--- src/rtl/mem_stage.sv ---
// Memory-access pipeline stage: EX/MEM register, data-memory req/ready port,
// load alignment/extension, write-back select and MEM/WB register.
module mem_stage (
  input  logic        clk,
  input  logic        reset,
  input  logic [1:0]  NextDInSrc,
  input  logic        NextRegWE,
  input  logic [5:0]  NextRegWAddr,
  input  logic [1:0]  NextMEMSize,
  input  logic        NextMEMWE,
  input  logic        NextExtMEM,
  input  logic [31:0] NextALUOut,
  input  logic [31:0] NextFPUOut,
  input  logic [31:0] NextRegB,
  input  logic [31:0] NextPCPlusFour,
  input  logic [31:0] dmem_rdata,
  input  logic        dmem_ready,
  output logic        dmem_req,
  output logic        dmem_we,
  output logic [31:0] dmem_addr,
  output logic [31:0] dmem_wdata,
  output logic [3:0]  dmem_be,
  output logic        MemStall,
  output logic [31:0] MemData,
  output logic        WBRegWE,
  output logic [5:0]  WBRegWAddr,
  output logic [31:0] WBData,
  output logic [15:0] MemWaitCount
);

  typedef enum logic {StIdle, StWait} state_e;

  state_e state_q, state_d;

  logic [1:0]  src_q;
  logic        reg_we_q;
  logic [5:0]  waddr_q;
  logic [1:0]  size_q;
  logic        mem_we_q;
  logic        ext_q;
  logic [31:0] alu_q, fpu_q, reg_b_q, pc4_q;

  logic        wb_we_q;
  logic [5:0]  wb_waddr_q;
  logic [31:0] wb_data_q, wb_data_d;
  logic [15:0] wait_cnt_q;

  logic        mem_op;
  logic [1:0]  off;
  logic [3:0]  be_raw;
  logic [31:0] wdata_raw;
  logic [7:0]  ld_byte;
  logic [15:0] ld_half;
  logic [31:0] ld_data;

  assign mem_op   = mem_we_q | (src_q == 2'b01);
  assign off      = alu_q[1:0];
  assign MemStall = mem_op & ~dmem_ready;

  // EX/MEM register: frozen while an access waits.
  always_ff @(posedge clk) begin
    if (!reset) begin
      src_q    <= 2'b00;
      reg_we_q <= 1'b0;
      waddr_q  <= 6'd0;
      size_q   <= 2'b00;
      mem_we_q <= 1'b0;
      ext_q    <= 1'b0;
      alu_q    <= 32'd0;
      fpu_q    <= 32'd0;
      reg_b_q  <= 32'd0;
      pc4_q    <= 32'd0;
    end else if (!MemStall) begin
      src_q    <= NextDInSrc;
      reg_we_q <= NextRegWE;
      waddr_q  <= NextRegWAddr;
      size_q   <= NextMEMSize;
      mem_we_q <= NextMEMWE;
      ext_q    <= NextExtMEM;
      alu_q    <= NextALUOut;
      fpu_q    <= NextFPUOut;
      reg_b_q  <= NextRegB;
      pc4_q    <= NextPCPlusFour;
    end
  end

  always_ff @(posedge clk) begin
    if (!reset) begin
      state_q <= StIdle;
    end else begin
      state_q <= state_d;
    end
  end

  always_comb begin
    state_d = state_q;
    unique case (state_q)
      StIdle: if (mem_op && !dmem_ready) state_d = StWait;
      StWait: if (dmem_ready || !mem_op) state_d = StIdle;
      default: state_d = StIdle;
    endcase
  end

  // Lane 0 is the most significant byte; be[3] enables lane 0.
  always_comb begin
    be_raw    = 4'b1111;
    wdata_raw = reg_b_q;
    unique case (size_q)
      2'b00: begin
        be_raw    = 4'b1000 >> off;
        wdata_raw = {4{reg_b_q[7:0]}};
      end
      2'b01: begin
        be_raw    = off[1] ? 4'b0011 : 4'b1100;
        wdata_raw = {2{reg_b_q[15:0]}};
      end
      default: begin
        be_raw    = 4'b1111;
        wdata_raw = reg_b_q;
      end
    endcase
  end

  assign dmem_req   = mem_op;
  assign dmem_we    = mem_we_q;
  assign dmem_addr  = {alu_q[31:2], 2'b00};
  assign dmem_be    = mem_op ? be_raw : 4'b0000;
  assign dmem_wdata = mem_we_q ? wdata_raw : 32'd0;

  always_comb begin
    ld_byte = dmem_rdata[7:0];
    case (off)
      2'd0:    ld_byte = dmem_rdata[31:24];
      2'd1:    ld_byte = dmem_rdata[23:16];
      2'd2:    ld_byte = dmem_rdata[15:8];
      default: ld_byte = dmem_rdata[7:0];
    endcase
    ld_half = off[1] ? dmem_rdata[15:0] : dmem_rdata[31:16];
    case (size_q)
      2'b00:   ld_data = {{24{ext_q & ld_byte[7]}}, ld_byte};
      2'b01:   ld_data = {{16{ext_q & ld_half[15]}}, ld_half};
      default: ld_data = dmem_rdata;
    endcase
  end

  always_comb begin
    wb_data_d = alu_q;
    unique case (src_q)
      2'b00: wb_data_d = alu_q;
      2'b01: wb_data_d = ld_data;
      2'b10: wb_data_d = pc4_q;
      2'b11: wb_data_d = fpu_q;
      default: wb_data_d = alu_q;
    endcase
  end

  // MEM/WB register: a stall inserts a bubble but keeps address/data.
  always_ff @(posedge clk) begin
    if (!reset) begin
      wb_we_q    <= 1'b0;
      wb_waddr_q <= 6'd0;
      wb_data_q  <= 32'd0;
    end else if (MemStall) begin
      wb_we_q    <= 1'b0;
    end else begin
      wb_we_q    <= reg_we_q;
      wb_waddr_q <= waddr_q;
      wb_data_q  <= wb_data_d;
    end
  end

  always_ff @(posedge clk) begin
    if (!reset) begin
      wait_cnt_q <= 16'd0;
    end else if (MemStall && (wait_cnt_q != 16'hFFFF)) begin
      wait_cnt_q <= wait_cnt_q + 16'd1;
    end
  end

  assign MemData      = alu_q;
  assign WBRegWE      = wb_we_q;
  assign WBRegWAddr   = wb_waddr_q;
  assign WBData       = wb_data_q;
  assign MemWaitCount = wait_cnt_q;

endmodule

--- config.mk ---
export PLATFORM = sky130hd
export DESIGN_NAME = mem_stage
export DESIGN_NICKNAME = d
export VERILOG_FILES = /design/src/rtl/mem_stage.sv
export SDC_FILE = /design/constraint.sdc
export NUM_CORES = 1
export LEC_CHECK = 0
export CAP_MARGIN = 0
export CORE_UTILIZATION = 40
export CTS_BUF_LIST = sky130_fd_sc_hd__clkbuf_4
export CTS_CLUSTER_DIAMETER = 50
export DETAILED_ROUTE_END_ITERATION = 12
export PLACE_DENSITY = 0.72
export SLEW_MARGIN = 10
export SYNTH_ARGS = -nofsm -noshare
export SYNTH_HDL_FRONTEND = slang
export SYNTH_SLANG_ARGS = --single-unit
--- constraint.sdc ---
create_clock -name clk -period 4 [get_ports clk]
set_input_delay 0.6 -clock clk [delete_from_list [all_inputs] [get_ports clk]]
set_output_delay 0.6 -clock clk [all_outputs]
set_load 0.1 [all_outputs]
==> impl_metrics.prom <==
# TYPE chip_impl_metric gauge
chip_impl_metric{name="core_area",unit="um2"} 22800
chip_impl_metric{name="vdd_ir_drop_max",unit="uV"} 210
chip_impl_metric{name="maxSlewViolCount",unit=""} 0
chip_impl_metric{name="yosysWarningCount",unit=""} 0
chip_impl_metric{name="synthDistinctLibCells",unit=""} 54
chip_impl_metric{name="layout.area.seq",unit="um2"} 3930
chip_impl_metric{name="clk_lat_worst_skew",unit="ps"} 600
chip_impl_metric{name="fillerInstances",unit=""} 2215
chip_impl_metric{name="global_route.usage.total",unit=""} 0.265
chip_impl_metric{name="vias",unit=""} 9440
chip_impl_metric{name="drc",unit=""} 0
chip_impl_metric{name="antenna_found_initial",unit=""} 5
chip_impl_metric{name="crit_fanout",unit=""} 16
chip_impl_metric{name="max_clock_freq",unit="MHz"} 297
chip_impl_info{name="crit_family",value="buffers and inverters"} 1
chip_impl_metric{name="die_x",unit="um"} 155
chip_impl_metric{name="dieHeight",unit="um"} 155
chip_impl_info{name="critical_path.startpoint",value="dmem_we"} 1
chip_impl_info{name="cts_tree",value="yes"} 1
chip_impl_metric{name="wl_met3",unit="um"} 2840
chip_impl_metric{name="static-leakage-power",unit="nW"} 4.76
chip_impl_metric{name="floorplan.initialDensity",unit=""} 0.411
chip_impl_metric{name="synth.cell_area",unit="um2"} 9390
chip_impl_metric{name="final.setup.worst_slack",unit="ps"} 638
chip_impl_metric{name="max_slew_margin",unit=""} 0.180
chip_impl_metric{name="synth_area_per_cell",unit="um2"} 7.67
chip_impl_metric{name="finalWeightedCongestion",unit=""} 0.829
chip_impl_metric{name="cts_setup_buffers",unit=""} 0
chip_impl_metric{name="drt-wirelength-per-cell",unit="um"} 18.4
chip_impl_metric{name="nNetsFinal",unit=""} 1635
chip_impl_metric{name="dp_cells",unit=""} 1752
chip_impl_metric{name="pwr_density_cell",unit="nW/um2"} 392
chip_impl_metric{name="die-area",unit="um2"} 24100
chip_impl_metric{name="fp-row-count",unit=""} 55
chip_impl_info{name="maxUsedRoutingLayer",value="met4"} 1
chip_impl_info{name="min_path_type",value="flip-flop to flip-flop"} 1
chip_impl_info{name="rsz_0062_raised_after_global_routing",value="no"} 1
chip_impl_metric{name="finalHoldViolCount",unit=""} 0
chip_impl_metric{name="cp_num_cells",unit=""} 2
chip_impl_metric{name="finalSetupTns",unit="ps"} 0
chip_impl_metric{name="finalClockSkew",unit="ps"} 28.9
chip_impl_metric{name="antenna_violating_nets_post_route",unit=""} 0
chip_impl_metric{name="buffers_plus_inverters_on_the_worst_setup_path",unit=""} 1
chip_impl_metric{name="post-route-util",unit=""} 0.557
chip_impl_metric{name="floorplan.io_pins",unit=""} 334
chip_impl_info{name="worst-setup-path-type",value="flip-flop to output port"} 1
chip_impl_metric{name="cts_resized",unit=""} 0
chip_impl_metric{name="hpwl",unit="um"} 23500
chip_impl_info{name="ys_dominant_reg_cell",value="sky130_fd_sc_hd__dfxtp_1"} 1
chip_impl_metric{name="arrival",unit="ps"} 2760
chip_impl_info{name="status",value="finished clean"} 1
chip_impl_metric{name="synth_seq_cells",unit=""} 196
chip_impl_metric{name="fin_crit_sh",unit=""} 0.841
chip_impl_metric{name="cap_violations",unit=""} 0
chip_impl_metric{name="clock_period_minus_final_worst_setup_slack",unit="ps"} 3360
chip_impl_metric{name="hold_depth",unit=""} 2
chip_impl_metric{name="cp_slowest_stage_delay",unit="ps"} 1130
chip_impl_info{name="start_kind",value="flip-flop"} 1
chip_impl_metric{name="multi_input_comb_area",unit="um2"} 4730
chip_impl_metric{name="dp_worst_setup_slack",unit="ps"} 1040
chip_impl_metric{name="synth_sequential_area_ratio",unit=""} 0.418
chip_impl_metric{name="aggregate_global_routing_overflow",unit=""} 0
chip_impl_metric{name="worst-slew-pin-transition",unit="ps"} 1230
chip_impl_info{name="crit_path_end_kind",value="output port"} 1
chip_impl_metric{name="drt_pass1_iterations",unit=""} 6
chip_impl_metric{name="worstPathRequired",unit="ps"} 3400
chip_impl_metric{name="final_layout_size_suffix_gt1_frac",unit=""} 0.0700
chip_impl_info{name="clock-root-buffer",value="sky130_fd_sc_hd__clkbuf_4"} 1
chip_impl_metric{name="grt_start_max_net_pins",unit=""} 163
chip_impl_info{name="critical_path.cell_chain",value="and2_1 -> clkdlybuf4s50_1"} 1
chip_impl_metric{name="worstRegToRegCells",unit=""} 5
chip_impl_metric{name="clkSlewWorstSetupHoldPaths",unit="ps"} 150
chip_impl_metric{name="port-buffer-count",unit=""} 331
chip_impl_metric{name="drt-initial-drc-count",unit=""} 679
chip_impl_metric{name="area_delta_synth_final",unit="%"} 35.5
chip_impl_metric{name="routedLengthMet1",unit="um"} 13400
chip_impl_metric{name="stdcell_count",unit=""} 1789
chip_impl_metric{name="synthCells",unit=""} 1224
chip_impl_metric{name="first_pass_grt_wire_length",unit="um"} 48900
chip_impl_metric{name="clock-sinks",unit=""} 196
chip_impl_metric{name="wl_met2",unit="um"} 15900
chip_impl_metric{name="synth_edf_count",unit=""} 0
chip_impl_metric{name="detail_route.vias_per_cell",unit=""} 5.28
chip_impl_info{name="regToRegStartpoint",value="size_q[0]"} 1
chip_impl_info{name="cpMaxStageDelayCell",value="sky130_fd_sc_hd__clkdlybuf4s50_1"} 1
chip_impl_metric{name="numCtsBuffers",unit=""} 17
chip_impl_metric{name="grt_pass1_vias",unit=""} 8573
chip_impl_metric{name="ctsHoldBuffers",unit=""} 0
chip_impl_metric{name="detail_route.wirelength",unit="um"} 32800
chip_impl_metric{name="number_of_buffers_on_the_longest_clock_path",unit=""} 2
chip_impl_metric{name="cts_max_level",unit=""} 4
chip_impl_metric{name="ys_async_sr_fraction",unit=""} 0
chip_impl_info{name="timing.hold.worst.start",value="fpu_q[30]"} 1
chip_impl_metric{name="setup_viol",unit=""} 0
## cells in the final DEF (no fill, tap or decap), types with 16 or more instances in the layout
master	synthesis	routed
sky130_fd_sc_hd__nand2_1	355	355
sky130_fd_sc_hd__clkdlybuf4s50_1	0	298
sky130_fd_sc_hd__a21oi_1	198	198
sky130_fd_sc_hd__dfxtp_1	196	194
sky130_fd_sc_hd__nor2_1	70	70
sky130_fd_sc_hd__mux2i_1	59	59
sky130_fd_sc_hd__buf_4	44	45
sky130_fd_sc_hd__o21ai_0	34	34
sky130_fd_sc_hd__clkbuf_4	0	17
sky130_fd_sc_hd__a32o_1	16	16
## Yosys cell counts (all sizes together) (5+ instances only)
cell type	count	area [um2]
nand2	355	1330
a21oi	198	991
dfxtp	196	3920
buf	83	526
nor2	71	269
mux2i	59	591
clkbuf	48	180
o21ai	36	184
a32o	16	160
a221oi	15	194
a22oi	15	118
and2	15	93.8
o211ai	14	110
inv	12	47.6
nand2b	11	68.8
nor3b	8	65.1
a221o	7	70.1
nor2b	7	43.8
nand3	6	30.0
nor3	6	30.0
o31ai	6	45.0
or4	5	37.5
## layer usage
metal,vias up,track usage
met5,-,0
met4,0,0.0990
met3,43,0.0708
met2,401,0.445
met1,4383,0.326
li1,4613,-
## tightest hold or removal path, delay by kind of cell, from the launching register on
kind | cells | cell delay, ps
DFF | 1 | 340
and+or+nand+nor | 1 | 50
AOI/OAI and AO/OA | 1 | 50
## state kept, by name (all words and copies together), names as in the netlist, 2 cells and up
name and count:
size_q 2, pc4_q 32, WBRegWAddr 6, src_q 2, waddr_q 6, MemData 32
reg_b_q 32, MemWaitCount 16, fpu_q 32, WBData 32
## cell families (layout without fill, tap and decap cells)
family	Yosys count	in the layout	share of synthesized area
buf+inv	143	389	0.0802
mux	62	62	0.0665
flops	196	196	0.418
compound gates	320	320	0.212
other cells	1	7	0.000399
fa+ha+maj	1	1	0.00133
simple gates	501	501	0.222
## cell type report
class / instances / share of cell area
multi-input cells: 886 / 0.372
flip-flops and latches: 196 / 0.308
clock inverters: 15 / 0.00973
well taps: 313 / 0.0308
diodes: 5 / 0.000983
repair buffers: 345 / 0.264
clock buffers: 17 / 0.0100
inverters: 12 / 0.00433
## per-stage QoR
stage / cell area [um2] / total power, W / hold slack, ps
finish: 12700 / 0.00498 / 461
floorplan: 9400 / 0.00350 / 427
global placement: 12500 / 0.00401 / 437
global route: 12700 / 0.00519 / 467
CTS: 12700 / 0.00502 / 463
detailed placement: 12500 / 0.00402 / 442
## worst paths after layout
check,to,slack [ps]
worst min-delay path,fpu_q[30],460
worst min register to register,fpu_q[30],460
worst max-delay path,dmem_wdata[3],640
worst max register to register,WBData[18],1280
## power by group
group / internal, W / total, W / leakage, nW / switching (W)
clock: 0.000262 / 0.00100 / 0.131 / 0.000738
sequential: 0.00210 / 0.00222 / 1.62 / 0.000121
combinational: 0.000519 / 0.00177 / 3.01 / 0.00125
Note: power is estimated with default switching activity, not from simulation.
